===== config.mk =====
export PLATFORM = sky130hd
export DESIGN_NAME = riscv_multicycle_ctrl
export DESIGN_NICKNAME = d
export VERILOG_FILES = /design/src/rtl/riscv_ctrl_pkg.sv /design/src/rtl/riscv_alu_decoder.sv /design/src/rtl/riscv_multicycle_ctrl.sv
export SDC_FILE = /design/constraint.sdc
export NUM_CORES = 1
export LEC_CHECK = 0
export ABC_AREA = 1
export CAP_MARGIN = 5
export CELL_PAD_IN_SITES_DETAIL_PLACEMENT = 0
export CELL_PAD_IN_SITES_GLOBAL_PLACEMENT = 2
export CORE_UTILIZATION = 20
export CTS_CLUSTER_DIAMETER = 120
export CTS_CLUSTER_SIZE = 40
export DETAILED_ROUTE_END_ITERATION = 7
export PLACE_DENSITY_LB_ADDON = 0.08
export RECOVER_POWER = 25
export SYNTH_ARGS = -nofsm -noshare
export SYNTH_HDL_FRONTEND = slang
export SYNTH_SLANG_ARGS = --single-unit

===== constraint.sdc =====
create_clock -name clk -period 1.6 [get_ports clk]
set_input_delay 0.32 -clock clk [delete_from_list [all_inputs] [get_ports clk]]
set_output_delay 0.32 -clock clk [all_outputs]
set_load 0.01 [all_outputs]

===== src/rtl/riscv_ctrl_pkg.sv =====
// Shared definitions for the multicycle RISC-V control path: FSM states, opcodes,
// ALU control codes, datapath mux encodings and the bundled control word.
package riscv_ctrl_pkg;

  typedef enum logic [3:0] {
    S_FETCH, S_DECODE, S_MEMADR, S_MEMREAD, S_MEMWB, S_MEMWRITE,
    S_EXECR, S_EXECI, S_ALUWB, S_BEQ, S_JAL, S_ILLEGAL, S_ERROR
  } state_t;

  localparam logic [6:0] OP_LW  = 7'b0000011;
  localparam logic [6:0] OP_SW  = 7'b0100011;
  localparam logic [6:0] OP_R   = 7'b0110011;
  localparam logic [6:0] OP_I   = 7'b0010011;
  localparam logic [6:0] OP_BEQ = 7'b1100011;
  localparam logic [6:0] OP_JAL = 7'b1101111;

  localparam logic [2:0] ALU_ADD = 3'b000;
  localparam logic [2:0] ALU_SUB = 3'b001;
  localparam logic [2:0] ALU_AND = 3'b010;
  localparam logic [2:0] ALU_OR  = 3'b011;
  localparam logic [2:0] ALU_SLT = 3'b101;

  localparam logic [1:0] ALUOP_ADD   = 2'b00;
  localparam logic [1:0] ALUOP_SUB   = 2'b01;
  localparam logic [1:0] ALUOP_FUNCT = 2'b10;

  localparam logic [1:0] SRCA_PC    = 2'b00;
  localparam logic [1:0] SRCA_OLDPC = 2'b01;
  localparam logic [1:0] SRCA_RS1   = 2'b10;

  localparam logic [1:0] SRCB_RS2  = 2'b00;
  localparam logic [1:0] SRCB_IMM  = 2'b01;
  localparam logic [1:0] SRCB_FOUR = 2'b10;

  localparam logic [1:0] IMM_I = 2'b00;
  localparam logic [1:0] IMM_S = 2'b01;
  localparam logic [1:0] IMM_B = 2'b10;
  localparam logic [1:0] IMM_J = 2'b11;

  localparam logic [1:0] RES_ALUOUT = 2'b00;
  localparam logic [1:0] RES_DATA   = 2'b01;
  localparam logic [1:0] RES_ALU    = 2'b10;

  typedef struct packed {
    logic       mem_req;
    logic       mem_write;
    logic       adr_src;
    logic       ir_write;
    logic       pc_write;
    logic       reg_write;
    logic [1:0] alu_src_a;
    logic [1:0] alu_src_b;
    logic [1:0] imm_src;
    logic [1:0] result_src;
    logic [1:0] alu_op;
  } ctrl_t;

endpackage


===== src/rtl/riscv_alu_decoder.sv =====
// ALU decoder shared with the single-cycle core: ALUOp plus instruction fields
// select the ALU operation.
module riscv_alu_decoder
  import riscv_ctrl_pkg::*;
(
  input  logic [1:0] alu_op,
  input  logic [2:0] funct3,
  input  logic       funct7b5,
  input  logic       op5,
  output logic [2:0] alu_control
);

  always_comb begin
    alu_control = ALU_ADD;
    case (alu_op)
      ALUOP_SUB: alu_control = ALU_SUB;
      ALUOP_FUNCT: begin
        case (funct3)
          // sub only for R-type; addi with imm[10]=1 must still add
          3'b000:  alu_control = (funct7b5 & op5) ? ALU_SUB : ALU_ADD;
          3'b010:  alu_control = ALU_SLT;
          3'b110:  alu_control = ALU_OR;
          3'b111:  alu_control = ALU_AND;
          default: alu_control = ALU_ADD;
        endcase
      end
      default: alu_control = ALU_ADD;
    endcase
  end

endmodule


===== src/rtl/riscv_multicycle_ctrl.sv =====
// Main control FSM of the multicycle RISC-V core with memory wait-state timeout.
// Optional performance counters are enabled by defining CTRL_PERF_CNT_EN.
module riscv_multicycle_ctrl
  import riscv_ctrl_pkg::*;
#(
  parameter int ALUCTRL_W    = 3,
  parameter int MEM_WAIT_MAX = 15
) (
  input  logic                 clk,
  input  logic                 rst,
  input  logic [6:0]           opcode,
  input  logic [2:0]           funct3,
  input  logic                 funct7b5,
  input  logic                 zero,
  input  logic                 mem_ready,
  output logic                 mem_req,
  output logic                 mem_write,
  output logic                 adr_src,
  output logic                 ir_write,
  output logic                 pc_write,
  output logic                 reg_write,
  output logic [1:0]           alu_src_a,
  output logic [1:0]           alu_src_b,
  output logic [1:0]           imm_src,
  output logic [1:0]           result_src,
  output logic [ALUCTRL_W-1:0] alu_control,
  output logic                 illegal,
  output logic                 bus_err
`ifdef CTRL_PERF_CNT_EN
  ,
  output logic [31:0]          cycle_cnt,
  output logic [31:0]          instret_cnt
`endif
);

  localparam logic [7:0] WAIT_LAST = 8'(MEM_WAIT_MAX - 1);

  state_t     state, state_next;
  ctrl_t      ctrl, ctrl_out;
  logic [7:0] wait_cnt;
  logic       stall, timeout;
  logic [2:0] alu_ctl;

  assign stall   = ctrl.mem_req & ~mem_ready;
  // the stall in progress is the MEM_WAIT_MAX-th consecutive one
  assign timeout = stall & (wait_cnt == WAIT_LAST);

  // NOTE: state registers use non-blocking assignments so every flop samples pre-edge values.
  always_ff @(posedge clk) begin
    if (rst) begin
      state    <= S_FETCH;
      wait_cnt <= '0;
    end else begin
      state <= state_next;
      if (stall)          wait_cnt <= wait_cnt + 8'd1;
      else if (mem_ready) wait_cnt <= '0;
    end
  end

  // NOTE: every output of this block gets a default first, so no path can infer a latch.
  always_comb begin
    state_next = state;
    ctrl       = '0;
    case (state)
      S_FETCH: begin
        ctrl.mem_req    = 1'b1;
        ctrl.alu_src_a  = SRCA_PC;
        ctrl.alu_src_b  = SRCB_FOUR;
        ctrl.result_src = RES_ALU;
        ctrl.ir_write   = mem_ready;
        ctrl.pc_write   = mem_ready;
        if (mem_ready)    state_next = S_DECODE;
        else if (timeout) state_next = S_ERROR;
      end
      S_DECODE: begin
        ctrl.alu_src_a = SRCA_OLDPC;
        ctrl.alu_src_b = SRCB_IMM;
        ctrl.imm_src   = IMM_B;
        case (opcode)
          OP_LW, OP_SW: state_next = S_MEMADR;
          OP_R:         state_next = S_EXECR;
          OP_I:         state_next = S_EXECI;
          OP_BEQ:       state_next = S_BEQ;
          OP_JAL:       state_next = S_JAL;
          default:      state_next = S_ILLEGAL;
        endcase
      end
      S_MEMADR: begin
        ctrl.alu_src_a = SRCA_RS1;
        ctrl.alu_src_b = SRCB_IMM;
        ctrl.imm_src   = (opcode == OP_SW) ? IMM_S : IMM_I;
        state_next     = (opcode == OP_SW) ? S_MEMWRITE : S_MEMREAD;
      end
      S_MEMREAD: begin
        ctrl.mem_req = 1'b1;
        ctrl.adr_src = 1'b1;
        if (mem_ready)    state_next = S_MEMWB;
        else if (timeout) state_next = S_ERROR;
      end
      S_MEMWB: begin
        ctrl.result_src = RES_DATA;
        ctrl.reg_write  = 1'b1;
        state_next      = S_FETCH;
      end
      S_MEMWRITE: begin
        ctrl.mem_req   = 1'b1;
        ctrl.mem_write = 1'b1;
        ctrl.adr_src   = 1'b1;
        if (mem_ready)    state_next = S_FETCH;
        else if (timeout) state_next = S_ERROR;
      end
      S_EXECR: begin
        ctrl.alu_src_a = SRCA_RS1;
        ctrl.alu_src_b = SRCB_RS2;
        ctrl.alu_op    = ALUOP_FUNCT;
        state_next     = S_ALUWB;
      end
      S_EXECI: begin
        ctrl.alu_src_a = SRCA_RS1;
        ctrl.alu_src_b = SRCB_IMM;
        ctrl.imm_src   = IMM_I;
        ctrl.alu_op    = ALUOP_FUNCT;
        state_next     = S_ALUWB;
      end
      S_ALUWB: begin
        ctrl.result_src = RES_ALUOUT;
        ctrl.reg_write  = 1'b1;
        state_next      = S_FETCH;
      end
      S_BEQ: begin
        ctrl.alu_src_a  = SRCA_RS1;
        ctrl.alu_src_b  = SRCB_RS2;
        ctrl.alu_op     = ALUOP_SUB;
        ctrl.result_src = RES_ALUOUT;
        ctrl.pc_write   = zero;
        state_next      = S_FETCH;
      end
      S_JAL: begin
        ctrl.alu_src_a  = SRCA_OLDPC;
        ctrl.alu_src_b  = SRCB_FOUR;
        ctrl.result_src = RES_ALUOUT;
        ctrl.pc_write   = 1'b1;
        state_next      = S_ALUWB;
      end
      S_ILLEGAL, S_ERROR: state_next = state;
      default:            state_next = S_ERROR;
    endcase
  end

  riscv_alu_decoder u_alu_decoder (
    .alu_op      (ctrl.alu_op),
    .funct3      (funct3),
    .funct7b5    (funct7b5),
    .op5         (opcode[5]),
    .alu_control (alu_ctl)
  );

  // Reset forces every output low combinationally, dropping any request at once.
  assign ctrl_out    = rst ? '0 : ctrl;
  assign mem_req     = ctrl_out.mem_req;
  assign mem_write   = ctrl_out.mem_write;
  assign adr_src     = ctrl_out.adr_src;
  assign ir_write    = ctrl_out.ir_write;
  assign pc_write    = ctrl_out.pc_write;
  assign reg_write   = ctrl_out.reg_write;
  assign alu_src_a   = ctrl_out.alu_src_a;
  assign alu_src_b   = ctrl_out.alu_src_b;
  assign imm_src     = ctrl_out.imm_src;
  assign result_src  = ctrl_out.result_src;
  assign alu_control = rst ? '0 : ALUCTRL_W'(alu_ctl);
  assign illegal     = ~rst & (state == S_ILLEGAL);
  assign bus_err     = ~rst & (state == S_ERROR);

`ifdef CTRL_PERF_CNT_EN
  logic retire, frozen;

  assign frozen = (state == S_ILLEGAL) | (state == S_ERROR);
  assign retire = (state == S_MEMWB) | (state == S_ALUWB) | (state == S_BEQ) |
                  ((state == S_MEMWRITE) & mem_ready);

  always_ff @(posedge clk) begin
    if (rst) begin
      cycle_cnt   <= '0;
      instret_cnt <= '0;
    end else if (!frozen) begin
      cycle_cnt <= cycle_cnt + 32'd1;
      if (retire) instret_cnt <= instret_cnt + 32'd1;
    end
  end
`endif

endmodule


==> run_results.csv <==
group,metric,value,unit
clock_network,clk-insertion-delay-late,240,ps
synthesis,synth-xor-area-share,0,
worst_hold_path,whs_path_depth,2,
grt,grt_pass1_vias,1597,
power,total_power,2.79,mW
clock_network,clk_pin_slew_worst_paths,60,ps
critical_path,end_kind,"primary output",
power,pwr-share-clk,0.120,
route,via_per_inst,4.23,
placement,routabilityCongestion,0.771,
critical_path,crit_type,"reg2out",
critical_path,required,1280,ps
power,comb_power_share,0.727,
synthesis,synth_top_family_by_area,"simple AND/OR/NAND/NOR gates",
route,drtAntennaViolNets,0,
sta,slew_viol_final,0,
sta,final-hold-violation-count,0,
final_layout,fillers,566,
critical_path,cp-start-kind,"flip-flop",
grt,antenna_found_initial,0,
clock_network,cts_inserted_buffers,3,
critical_path,worstPathMaxFanout,3,
route,dr.first_iter.drc_count,47,
route,drc,0,
floorplan,start_util,0.212,
grt,grt_first_pass_wirelength,6.96,mm
sta,rsz0062_at_grt,"yes",
synthesis,yosysSeqAreaShare,0.218,
floorplan,design.die.area,5810,sq um
critical_path,critical_path_arrival,1610,ps
floorplan,core,5200,sq um
power,power_density,1220,nW/um^2
power,swShare,0.429,
sta,setup_violations,16,
sta,tightest_slew,218,ps
power,seq_power_share,0.153,
placement,place_area,1870,sq um
run,maxCapViolCount,0,
critical_path,r2r-start,"state[1]$_SDFFE_PP0N_",
floorplan,die_h,76.2,um
sta,setup_slack,-330,ps
synthesis,synth_compound_area_frac,0.102,
synthesis,yosys.cell_types.count,24,
synthesis,synth_fp_nets,214,
synthesis,synth-simple-area-share,0.505,
clock_network,cts_tree,"yes",
status,violations,"setup timing",
route,wirelength,4.04,mm
worst_hold_path,min_to,"wait_cnt[3]$_SDFFE_PP0P_",
critical_path,r2r_end,"state[0]$_SDFFE_PP0N_",
clock_network,root_buffer,"clkbuf_8",
sta,relSlewSlack,0.854,
final_layout,final_area,2280,sq um
synthesis,syn_inst,195,
sta,skew,0.878,ps
final_layout,layout_commonest_cell,"buf_4",
synthesis,muxShareOfSynthArea,0,
final_layout,final_util,0.438,
status,status,"finished with violations",
placement,port_buffers,33,
floorplan,fp-row-count,26,
synthesis,synth_warnings,0,
worst_hold_path,hold_start,"wait_cnt[3]$_SDFFE_PP0P_",
route,num_vias,1543,
sta,clock.fmax,518,MHz
clock_network,ctsHoldBuffers,0,
final_layout,area_growth,107,%
clock_network,cts_buffer_depth,2,
worst_hold_path,hp-class,"reg2reg",
synthesis,syn_area_per_cell,5.65,sq um
grt,grt_max_degree,14,
floorplan,fp.dieW,76.2,um
final_layout,final_cell_mix,"buf_4 (52), nand2_1 (35), inv_1 (22), nor2_1 (22)",
clock_network,htreeDepth,1,
critical_path,rr_worst_depth,11,
grt,grt_usage,0.145,
clock_network,clock-sinks,12,
sta,post-route-period-util,1.21,
placement,place_hpwl,3.09,mm
final_layout,layout-drive-gt1-share,0.525,
route,firstDrtPassIters,4,
grt,grt-ovfl-total,0,
power,irDropWorstVdd,0.421,mV
synthesis,synth_seq_cells,12,
route,wl_per_cell,11.1,um
critical_path,rrSetupSlack,-20,ps
sta,fin_crit,1930,ps
sta,hold_ws,476,ps
final_layout,fin_nets,315,
synthesis,syn_area,1100,sq um
power,p_leak,1.13,nW
final_layout,num_antenna_cells,0,
floorplan,io_pins,34,
power,p_switching,1.20,mW
synthesis,synth_fa_ha_area_frac,0.0455,
power,p_int,1.59,mW
-- power by group through the flow --
stage | clock network (mW) | logic, mW | registers [mW]
6_report | 0.335 | 2.03 | 0.426
5_1_grt | 0.359 | 2.21 | 0.431
4_1_cts | 0.347 | 1.72 | 0.413
3_5_place_dp | 0 | 1.47 | 0.408
3_3_place_gp | 0 | 1.46 | 0.406
2_1_floorplan | 0 | 0.755 | 0.417
-- critical path, stage by stage, from the launching register on --
cell     delay [ps]
dfxtp_4         360
inv_4            50
nor2_4           90
inv_2            60
nor2_4          120
inv_2            60
ha_4            160
nand3_2          70
nor3_2           40
nor3_2          180
nor3_2           60
buf_2           130
-- per-layer routing --
layer / GRT usage / vias to the layer above / part of all wire
met5: 0 / - / 0
met4: 0.0173 / 0 / 0.0022
met3: 0.0275 / 2 / 0.039
met2: 0.255 / 30 / 0.47
met1: 0.188 / 693 / 0.49
li1: - / 818 / -
-- stage by stage --
stage | std cells | setup slack [ps] | TNS [ps]
after detailed placement | 338 | -573 | -8740
after floorplan | 195 | -6.97 | -8.84
after global placement | 338 | -537 | -8230
after CTS | 360 | -332 | -1880
after global routing | 365 | -448 | -3800
final | 365 | -330 | -2010
-- flip-flops by register name, summed over array words and instances, names as in the netlist --
register / flops
state: 4
wait_cnt: 8
-- Yosys cell counts --
library cell / n / area [sq um]
o21ai_0: 6 / 30.0
a21oi_1: 15 / 75.1
nor3b_1: 1 / 7.51
nor3_1: 8 / 40.0
ha_1: 4 / 50.1
or2_0: 1 / 6.26
nor2_1: 33 / 124
nor2_2: 2 / 12.5
nor3_2: 1 / 10.0
nand4_1: 1 / 6.26
nand2_1: 46 / 173
buf_6: 1 / 11.3
nand3_1: 20 / 100
dfxtp_1: 12 / 240
and3_1: 1 / 6.26
nand2_2: 3 / 18.8
buf_1: 1 / 3.75
o31ai_1: 1 / 7.51
clkbuf_1: 1 / 3.75
nor2_4: 2 / 22.5
nand3_4: 1 / 17.5
nand2_4: 1 / 11.3
inv_2: 2 / 7.51
inv_1: 31 / 116
-- cells by family (layout without fill, tap and decap cells) --
group | count (synthesis) | after routing
compound gates | 22 | 22
fa+ha+maj | 4 | 4
buf+inv | 36 | 136
flops | 12 | 12
simple gates | 121 | 121
-- final cells by class --
type	instances	area [sq um]	area share
inverter	33	131	0.0576
clock buffer	4	55.1	0.0241
tap	70	87.6	0.0384
sequential	12	253	0.111
multi-input combinational	147	943	0.414
timing repair buffer	99	810	0.355
-- worst max path at each step --
stage                                startpoint        endpoint  slack, ps  depth (start not counted)
final                     state[3]$_SDFFE_PP0N_  alu_control[0]       -330                         11
after global routing      state[3]$_SDFFE_PP0N_  alu_control[0]       -450                         11
after CTS                 state[3]$_SDFFE_PP0N_  alu_control[0]       -330                         11
after detailed placement              opcode[5]      imm_src[0]       -570                          6
after global placement                opcode[5]  alu_control[0]       -540                          6
after floorplan           state[3]$_SDFFE_PP0N_  alu_control[2]         -7                          8
-- what timing repair did --
item,CTS,global route
setup endpoints to repair,24,24
gates cloned,0,1
resized for setup,134,31
buffers inserted,20,6
pin swaps,22,15
No activity file was read; power rests on OpenSTA's default activity.
==> patch, RTL diff (config.mk and constraints unchanged) <==
Register the output `bus_err`; this adds one clock of latency there. The other outputs are not delayed to match.
--- a/src/rtl/riscv_multicycle_ctrl.sv
+++ b/src/rtl/riscv_multicycle_ctrl.sv
@@ -170,5 +170,7 @@
   assign alu_control = rst ? '0 : ALUCTRL_W'(alu_ctl);
   assign illegal     = ~rst & (state == S_ILLEGAL);
-  assign bus_err     = ~rst & (state == S_ERROR);
+  always_ff @(posedge clk) begin
+    bus_err <= ~rst & (state == S_ERROR);
+  end
 
 `ifdef CTRL_PERF_CNT_EN
Behaviour: same outputs for any inputs over 10 cycles, from zero or initial values and one cycle with rst high; that may be too few to reach the edited logic, so the function may still have changed.
==> patch against the original RTL <==
The flow still finishes with violations (negative setup slack). Via count fell by 3.4%. Sequential cell count rose by 1. Worst setup slack improved by 0.023 ns. Final area rose by 1.5%. Clock power fell by 9.3%. Power rose by 4.4%. Area after synthesis rose by 2.4%. Routed wire length rose by 1.4%. Critical path type unchanged. Largest power group unchanged.
==> patch: results <==
{
  "hpwl_um": 3120,
  "synth_common_cells": "nand2_1, inv_1, nor2_1, a21oi_1, dfxtp_1",
  "post_route_cells_drive_above_1_share_pct": 52.5,
  "nNetsFinal": 302,
  "ys_types": 29,
  "wirelength_um": 4100,
  "fin_ws_ns": -0.307,
  "p_int_mw": 1.66,
  "cp.arrival_ns": 1.59,
  "worst_pin_slew_ns": 0.337,
  "vdd_ir_drop_max_v": 0.000480,
  "grt_pass1_vias": 1460,
  "outcome": "finished, violations left",
  "clockBufferDepth": 2,
  "grt_max_degree": 14,
  "p_leak_nw": 1.05,
  "viasPerCell": 4.24,
  "violations": "negative setup slack",
  "grt_pass1_wl_um": 6510,
  "dp_slack_ns": -0.597,
  "critPathMaxFanout": 4,
  "clock-skew-final_ns": 0.00632,
  "synthTopCellsByArea": "dfxtp_1, nand2_1, inv_1",
  "setup_viol": 27,
  "drtIter0Drc": 21,
  "gp_congestion": 0.819,
  "detail_route.first_pass.iterations": 5,
  "met1_length_um": 1820,
  "antenna_found_initial": 0,
  "synth_nets": 211,
  "ys_seq_area_share_pct": 23.1
}
[patch: power groups by stage]
stage                     Clock (mW)  Combinational (mW)  Sequential, mW
after floorplan                    0               0.683           0.425
after global placement             0                1.33           0.421
after detailed placement           0                1.32           0.421
after CTS                      0.314                1.41           0.424
after global routing           0.339                2.35           0.439
final                          0.304                2.18           0.429
[patch: timing repair]
action                     CTS  global route
gates resized for setup    103            75
hold buffers                 0             0
buffers inserted             3             9
hold endpoints to repair     0             0
setup endpoints to repair   23            24
gates cloned                 0             1
pin swaps                    9            29
[patch: cell families (layout without fill, tap and decap cells)]
| group | Yosys count | count (layout) | synth area share, % |
|---|---|---|---|
| flip-flops | 13 | 13 | 23.1 |
| AO/OA/AOI/OAI | 23 | 23 | 11.4 |
| adder cells (fa/ha/maj) | 4 | 4 | 4.44 |
| buffers and inverters | 40 | 130 | 14.0 |
| AND/OR/NAND/NOR | 112 | 112 | 47.1 |
[patch: through the flow]
step / utilization (%) / total power, mW / cell area (um2) / TNS [ns] / cells
CTS: 37.0 / 2.15 / 1950 / -2.44 / 343
detailed placement: 35.5 / 1.74 / 1870 / -9.32 / 336
global placement: 35.5 / 1.75 / 1870 / -9.41 / 336
global route: 43.9 / 3.13 / 2310 / -6.36 / 352
floorplan: - / 1.11 / 1140 / -0.0546 / 192
finish: 43.9 / 2.92 / 2310 / -3.54 / 352
[patch: path summary, 6_finish.rpt]
| check | start | endpoint | slack [ns] | cells after the start |
|---|---|---|---|---|
| worst min-delay path | wait_cnt[3] | wait_cnt[3] | 0.48 | 2 |
| worst max-delay path | state[2] | alu_control[0] | -0.31 | 8 |
| worst min register to register | wait_cnt[3] | wait_cnt[3] | 0.48 | 2 |
| worst max register to register | state[2] | wait_cnt[1] | -0.13 | 11 |
[patch: final cells by class]
| cell class | count | area [um2] |
|---|---|---|
| Clock buffer | 4 | 45.0 |
| Multi-Input combinational cell | 139 | 990 |
| Fill cell | 563 | 2960 |
| Sequential cell | 13 | 269 |
| Inverter | 37 | 154 |
| Tap cell | 70 | 87.6 |
| Timing Repair Buffer | 89 | 768 |
[patch: metal layers]
| layer | up-vias | track usage [%] |
|---|---|---|
| met5 | - | 0 |
| met4 | 0 | 1.70 |
| met3 | 2 | 2.98 |
| met2 | 32 | 24.0 |
| met1 | 670 | 17.3 |
| li1 | 787 | - |
[patch: worst max-delay path: stages (launching register included)]
cell and delay (ns):
dfxtp_4 0.36, buf_6 0.12, nor2_4 0.13, nand2_4 0.07, ha_4 0.24, nor2_4 0.09, buf_6 0.09, o21a_1 0.11
buf_2 0.13
